===== src/rtl/tpu_seq_ctrl.sv =====
// Job sequencer for the naive TPU datapath. It runs reshape, then compute, then
// write-back, and reports status and a performance cycle count to the host.
module tpu_seq_ctrl #(
    parameter int DIM_W   = 16,
    parameter int TIMEOUT = 1048575,
    parameter int CNT_W   = 32
) (
    input  logic             clk,
    input  logic             rst,
    input  logic             host_start,
    input  logic [DIM_W-1:0] host_M,
    input  logic [DIM_W-1:0] host_N,
    input  logic [DIM_W-1:0] host_K,
    input  logic             host_abort,
    output logic [DIM_W-1:0] M,
    output logic [DIM_W-1:0] N,
    output logic [DIM_W-1:0] K,
    output logic             reshape_start,
    input  logic             FM_reshape_finish,
    input  logic             W_reshape_finish,
    output logic             comp_start,
    input  logic             comp_finish,
    output logic             wb_start,
    input  logic             wb_finish,
    output logic             busy,
    output logic             done,
    output logic             err,
    output logic [1:0]       err_code,
    output logic [CNT_W-1:0] cycle_cnt
);

    localparam logic [3:0] S_IDLE      = 4'd0;
    localparam logic [3:0] S_CHECK     = 4'd1;
    localparam logic [3:0] S_RS_LAUNCH = 4'd2;
    localparam logic [3:0] S_RS_WAIT   = 4'd3;
    localparam logic [3:0] S_CP_LAUNCH = 4'd4;
    localparam logic [3:0] S_CP_WAIT   = 4'd5;
    localparam logic [3:0] S_WB_LAUNCH = 4'd6;
    localparam logic [3:0] S_WB_WAIT   = 4'd7;
    localparam logic [3:0] S_DONE      = 4'd8;
    localparam logic [3:0] S_ERR       = 4'd9;

    localparam logic [1:0] E_NONE  = 2'd0;
    localparam logic [1:0] E_ZERO  = 2'd1;
    localparam logic [1:0] E_TMO   = 2'd2;
    localparam logic [1:0] E_ABORT = 2'd3;

    // The timer only has to count up to TIMEOUT-1 before the abort fires.
    localparam int              TMR_W    = (TIMEOUT > 2) ? $clog2(TIMEOUT) : 1;
    localparam logic [TMR_W-1:0] TMO_LAST = TMR_W'(TIMEOUT - 1);

    logic [3:0]       state, state_nxt;
    logic [1:0]       code_nxt;
    logic [TMR_W-1:0] timer;
    logic             fm_ok, w_ok;
    logic             fm_seen, w_seen;
    logic             tmo, wait_state, accept, abortable;

    assign fm_seen    = fm_ok | FM_reshape_finish;
    assign w_seen     = w_ok  | W_reshape_finish;
    assign tmo        = (timer == TMO_LAST);
    assign wait_state = (state == S_RS_WAIT) || (state == S_CP_WAIT) || (state == S_WB_WAIT);
    assign accept     = (state == S_IDLE) && host_start;
    assign abortable  = !((state == S_IDLE) || (state == S_DONE) || (state == S_ERR));

    // NOTE: every variable gets a default before the case so no latch is inferred.
    always_comb begin
        state_nxt = state;
        code_nxt  = E_NONE;
        case (state)
            S_IDLE:      if (host_start) state_nxt = S_CHECK;
            S_CHECK: begin
                if ((M == '0) || (N == '0) || (K == '0)) begin
                    state_nxt = S_ERR;
                    code_nxt  = E_ZERO;
                end else begin
                    state_nxt = S_RS_LAUNCH;
                end
            end
            S_RS_LAUNCH: state_nxt = S_RS_WAIT;
            S_RS_WAIT: begin
                if (fm_seen && w_seen) state_nxt = S_CP_LAUNCH;
                else if (tmo) begin
                    state_nxt = S_ERR;
                    code_nxt  = E_TMO;
                end
            end
            S_CP_LAUNCH: state_nxt = S_CP_WAIT;
            S_CP_WAIT: begin
                if (comp_finish) state_nxt = S_WB_LAUNCH;
                else if (tmo) begin
                    state_nxt = S_ERR;
                    code_nxt  = E_TMO;
                end
            end
            S_WB_LAUNCH: state_nxt = S_WB_WAIT;
            S_WB_WAIT: begin
                if (wb_finish) state_nxt = S_DONE;
                else if (tmo) begin
                    state_nxt = S_ERR;
                    code_nxt  = E_TMO;
                end
            end
            S_DONE:      state_nxt = S_IDLE;
            S_ERR:       state_nxt = S_IDLE;
            default:     state_nxt = S_IDLE;
        endcase
        // Abort outranks any finish or timeout seen in the same cycle.
        if (host_abort && abortable) begin
            state_nxt = S_ERR;
            code_nxt  = E_ABORT;
        end
    end

    // NOTE: sequential state uses non-blocking assignments so all registers update together.
    always_ff @(posedge clk) begin
        if (rst) begin
            state         <= S_IDLE;
            reshape_start <= 1'b0;
            comp_start    <= 1'b0;
            wb_start      <= 1'b0;
            timer         <= '0;
            fm_ok         <= 1'b0;
            w_ok          <= 1'b0;
            M             <= '0;
            N             <= '0;
            K             <= '0;
            busy          <= 1'b0;
            done          <= 1'b0;
            err           <= 1'b0;
            err_code      <= E_NONE;
            cycle_cnt     <= '0;
        end else begin
            state         <= state_nxt;
            reshape_start <= (state_nxt == S_RS_LAUNCH);
            comp_start    <= (state_nxt == S_CP_LAUNCH);
            wb_start      <= (state_nxt == S_WB_LAUNCH);
            timer         <= wait_state ? timer + 1'b1 : '0;

            // Finish levels are ignored in the launch cycle, when they may still be stale.
            if (state == S_RS_WAIT) begin
                fm_ok <= fm_seen;
                w_ok  <= w_seen;
            end else begin
                fm_ok <= 1'b0;
                w_ok  <= 1'b0;
            end

            if (accept) begin
                M         <= host_M;
                N         <= host_N;
                K         <= host_K;
                busy      <= 1'b1;
                done      <= 1'b0;
                err       <= 1'b0;
                err_code  <= E_NONE;
                cycle_cnt <= '0;
            end else begin
                if (busy && (cycle_cnt != '1)) cycle_cnt <= cycle_cnt + 1'b1;
                if ((state_nxt == S_ERR) && (state != S_ERR)) err_code <= code_nxt;
                if (state == S_DONE) begin
                    done <= 1'b1;
                    busy <= 1'b0;
                end
                if (state == S_ERR) begin
                    err  <= 1'b1;
                    busy <= 1'b0;
                end
            end
        end
    end

endmodule


===== config.mk =====
export PLATFORM = sky130hd
export DESIGN_NAME = tpu_seq_ctrl
export DESIGN_NICKNAME = d
export VERILOG_FILES = /design/src/rtl/tpu_seq_ctrl.sv
export SDC_FILE = /design/constraint.sdc
export NUM_CORES = 1
export LEC_CHECK = 0
export ABC_CLOCK_PERIOD_IN_PS = 5050
export BUFFER_PORTS_ARGS = -buffer_cell sky130_fd_sc_hd__buf_2
export CAP_MARGIN = 20
export CORE_ASPECT_RATIO = 1.75
export CORE_MARGIN = 4
export CORE_UTILIZATION = 35
export DETAILED_ROUTE_END_ITERATION = 16
export GPL_TIMING_DRIVEN = 0
export SETUP_SLACK_MARGIN = 0.3
export SYNTH_ARGS = -nofsm -noshare
export SYNTH_HDL_FRONTEND = slang
export SYNTH_SLANG_ARGS = --single-unit

===== constraint.sdc =====
create_clock -name clk -period 5.05 [get_ports clk]
set_input_delay 1.2625 -clock clk [delete_from_list [all_inputs] [get_ports clk]]
set_output_delay 1.2625 -clock clk [all_outputs]
set_load 0.005 [all_outputs]

==> impl_metrics.py <==
metrics = {
    "cells_and_area": {
        "seqCellArea_um2": 2280,
        "fin_nets": 819,
        "layout_common_cells": "buf_2, nand2_1, dfxtp_1",
        "synthToLayoutAreaGrowth_pct": 31.9,
        "drive_gt1_share_pct": 24.5,
        "antenna_cells": 0,
        "multi_input_area_um2": 2430,
        "final_util_pct": 47.4,
        "fill_cells": 1362,
        "final_common_cell": "buf_2",
    },
    "critical_path": {
        "end_kind": "flop",
        "crit_path_end": "comp_start",
        "cp_slowest_cell": "o22ai_1",
        "reg2reg_to": "cycle_cnt[0]",
        "crit_fanout": 4,
        "cp_top_family": "compound AO/OA/AOI/OAI gates",
        "cp.depth": 7,
        "max_stage_delay_ns": 0.46,
        "critPathKind": "in2reg",
        "critPathBufInv": 1,
        "path_cells": "buf_2 > o22ai_1 > nor2_1 > a31oi_1 > nor2_1 > o211ai_1 > nor4b_1",
        "reg2reg_from": "cycle_cnt[0]",
        "rrSetupSlack_ns": 2.85,
        "crit_path_start_kind": "input port",
        "arrival_ns": 2.62,
        "crit_required_ns": 5.32,
        "crit_start": "FM_reshape_finish",
        "r2r_cells": 7,
        "cpMostUsedCell": "nor2_1",
    },
    "clock_tree": {
        "cts-buffers-inserted": 17,
        "cts_buffer_depth": 2,
        "cts_hold_buffers": 0,
        "cts_resized": 0,
        "htreeDepth": 4,
        "cts.sinks": 114,
        "path_clk_slew_ns": 0.05,
        "cts_root_buffer": "clkbuf_16",
        "clk-insertion-delay-late_ns": 0.41,
        "tritoncts": "built",
        "postCtsSetupBuffers": 0,
    },
    "die": {
        "num_rows": 56,
        "initial_core_util_pct": 36.0,
        "dieArea_um2": 15900,
        "ios": 144,
        "core_um2": 13500,
        "die_h_um": 164,
        "die_w_um": 97.1,
    },
    "route": {
        "wl_per_cell_um": 14.7,
        "viasPerCell": 5.12,
        "first_iter_violations": 187,
        "ant_nets": 0,
        "routed_wirelength_mm": 13.9,
        "drc": 0,
        "vias": 4853,
        "drt_first_pass_iters": 5,
    },
    "min_path": {
        "hold_path_class": "reg2reg",
    },
    "yosys": {
        "ys.warnings.count": 0,
        "syn_inst": 598,
        "postSynthAreaPerCell_um2": 8.13,
        "synth_edf_count": 0,
        "netlist_area_um2": 4860,
        "async_reset_ff_share_pct": 0,
        "synth_nets": 657,
        "ys_seq_area_share_pct": 46.9,
        "ys_ff_latch": 114,
        "ys_types": 44,
        "yosys_most_used_dff": "dfxtp_1",
    },
    "timing": {
        "max_freq_mhz": 425,
        "setup_violations": 0,
        "finalSetupTns_ns": 0,
        "fin_crit_sh_pct": 46.6,
        "timing.hold.ws_ns": 0.463,
        "slew_violations": 0,
        "finalWorstSetupSlack_ns": 2.70,
        "worst_pin_slew_ns": 0.614,
        "fin_worst_skew_ns": 0.00962,
        "hold_violations": 0,
        "maxSlewHeadroom_pct": 58.7,
        "rsz0062_at_grt": "no",
        "min_period_ns": 2.35,
    },
    "global_route": {
        "grt_max_degree": 17,
        "grt_overflow": 0,
        "globalRouteTotalUtil_pct": 17.4,
        "grt_pass1_wl_mm": 22.6,
        "grt_antenna_before_repair": 0,
        "grt_pass1_vias": 4676,
    },
    "placed_design": {
        "post-place-ws_ns": 2.29,
        "dpl.hpwl_mm": 10.7,
        "routabilityCongestion": 0.857,
        "io_buffer_count": 143,
    },
    "status": {
        "outcome": "completed",
    },
    "power_and_ir_drop": {
        "irDropWorstVdd_v": 0.000245,
        "leakagePower_uw": 0.00259,
        "power_density_nw_per_um2": 399,
    },
    "job": {
        "maxCapViolCount": 0,
    },
}
power breakdown:
| part | switching [µW] | internal [µW] |
|---|---|---|
| sequential | 42.7 | 955 |
| combinational | 198 | 123 |
| clock | 423 | 822 |
synth_stat cells (4+ instances only):
| master | instances | share of area (%) |
|---|---|---|
| a21oi_1 | 62 | 6.4 |
| a31oi_1 | 4 | 0.51 |
| and3_1 | 8 | 1.0 |
| and4_1 | 7 | 1.3 |
| clkbuf_1 | 26 | 2.0 |
| dfxtp_1 | 114 | 47 |
| inv_1 | 5 | 0.39 |
| nand2_1 | 118 | 9.1 |
| nand2b_1 | 4 | 0.51 |
| nand3_1 | 27 | 2.8 |
| nand4_1 | 25 | 3.2 |
| nor2_1 | 71 | 5.5 |
| nor3_1 | 11 | 1.1 |
| nor4_1 | 15 | 1.9 |
| nor4_2 | 4 | 1.0 |
| o21ai_0 | 7 | 0.72 |
| or3_1 | 9 | 1.2 |
| xnor2_1 | 19 | 3.4 |
| xor2_1 | 23 | 4.1 |
area by class of cell:
type                    instances  share of cell area (%)
repair buffers                143                    11.2
clock buffers                  18                    6.69
multi-input cells             447                    37.9
flip-flops and latches        114                    35.6
plain buffers                  31                    1.97
inverters                       6                   0.351
well taps                     174                    3.39
clock inverters                14                    2.94
how the worst min path moves through the flow:
stage              from        to  cells after the start
4_1_cts             err       err                      2
3_5_place_dp        err       err                      2
5_1_grt           K[11]     K[11]                      2
6_report            err       err                      2
2_1_floorplan  timer[0]  timer[0]                      1
3_3_place_gp   timer[0]  timer[0]                      1
stage by stage:
stage	std cells	area (µm²)	power [µW]
2_1_floorplan	598	4860	1200
3_3_place_gp	915	5800	1340
3_5_place_dp	915	5800	1340
4_1_cts	947	6420	2590
5_1_grt	947	6420	2680
6_report	947	6420	2560
tightest hold or removal path, stage by stage, from the launching register on:
cell	delay, ns
dfxtp_1	0.32
a31oi_1	0.04
nor2_1	0.07
metal layers:
| metal | track usage [%] | up-vias | routed length, µm | share of wire [%] |
|---|---|---|---|---|
| met3 | 6.25 | 17 | 1010 | 7.3 |
| met4 | 4.86 | 0 | 163 | 1.2 |
| met2 | 32.1 | 170 | 7400 | 53 |
| met1 | 18.7 | 2267 | 5300 | 38 |
| li1 | - | 2399 | - | - |
| met5 | 0 | - | 0 | 0 |
flip-flops by register name, indices dropped and copies added (netlist names):
| register | count |
|---|---|
| err | 1 |
| w_ok | 1 |
| cycle_cnt | 32 |
| fm_ok | 1 |
| comp_start | 1 |
| state | 4 |
| busy | 1 |
| timer | 20 |
| wb_start | 1 |
| K | 16 |
| reshape_start | 1 |
| err_code | 2 |
| M | 16 |
| N | 16 |
| done | 1 |
kinds of logic (layout without fill, tap and decap cells):
| group | count (synthesis) | after routing | synth area share (%) |
|---|---|---|---|
| XOR/XNOR | 42 | 42 | 7.56 |
| flip-flops | 114 | 114 | 46.9 |
| buffers and inverters | 37 | 212 | 3.06 |
| adder cells (fa/ha/maj) | 3 | 3 | 0.772 |
| AND/OR/NAND/NOR | 314 | 314 | 31.8 |
| AO/OA/AOI/OAI | 88 | 88 | 9.90 |
Power figures use the tool's default switching activity.
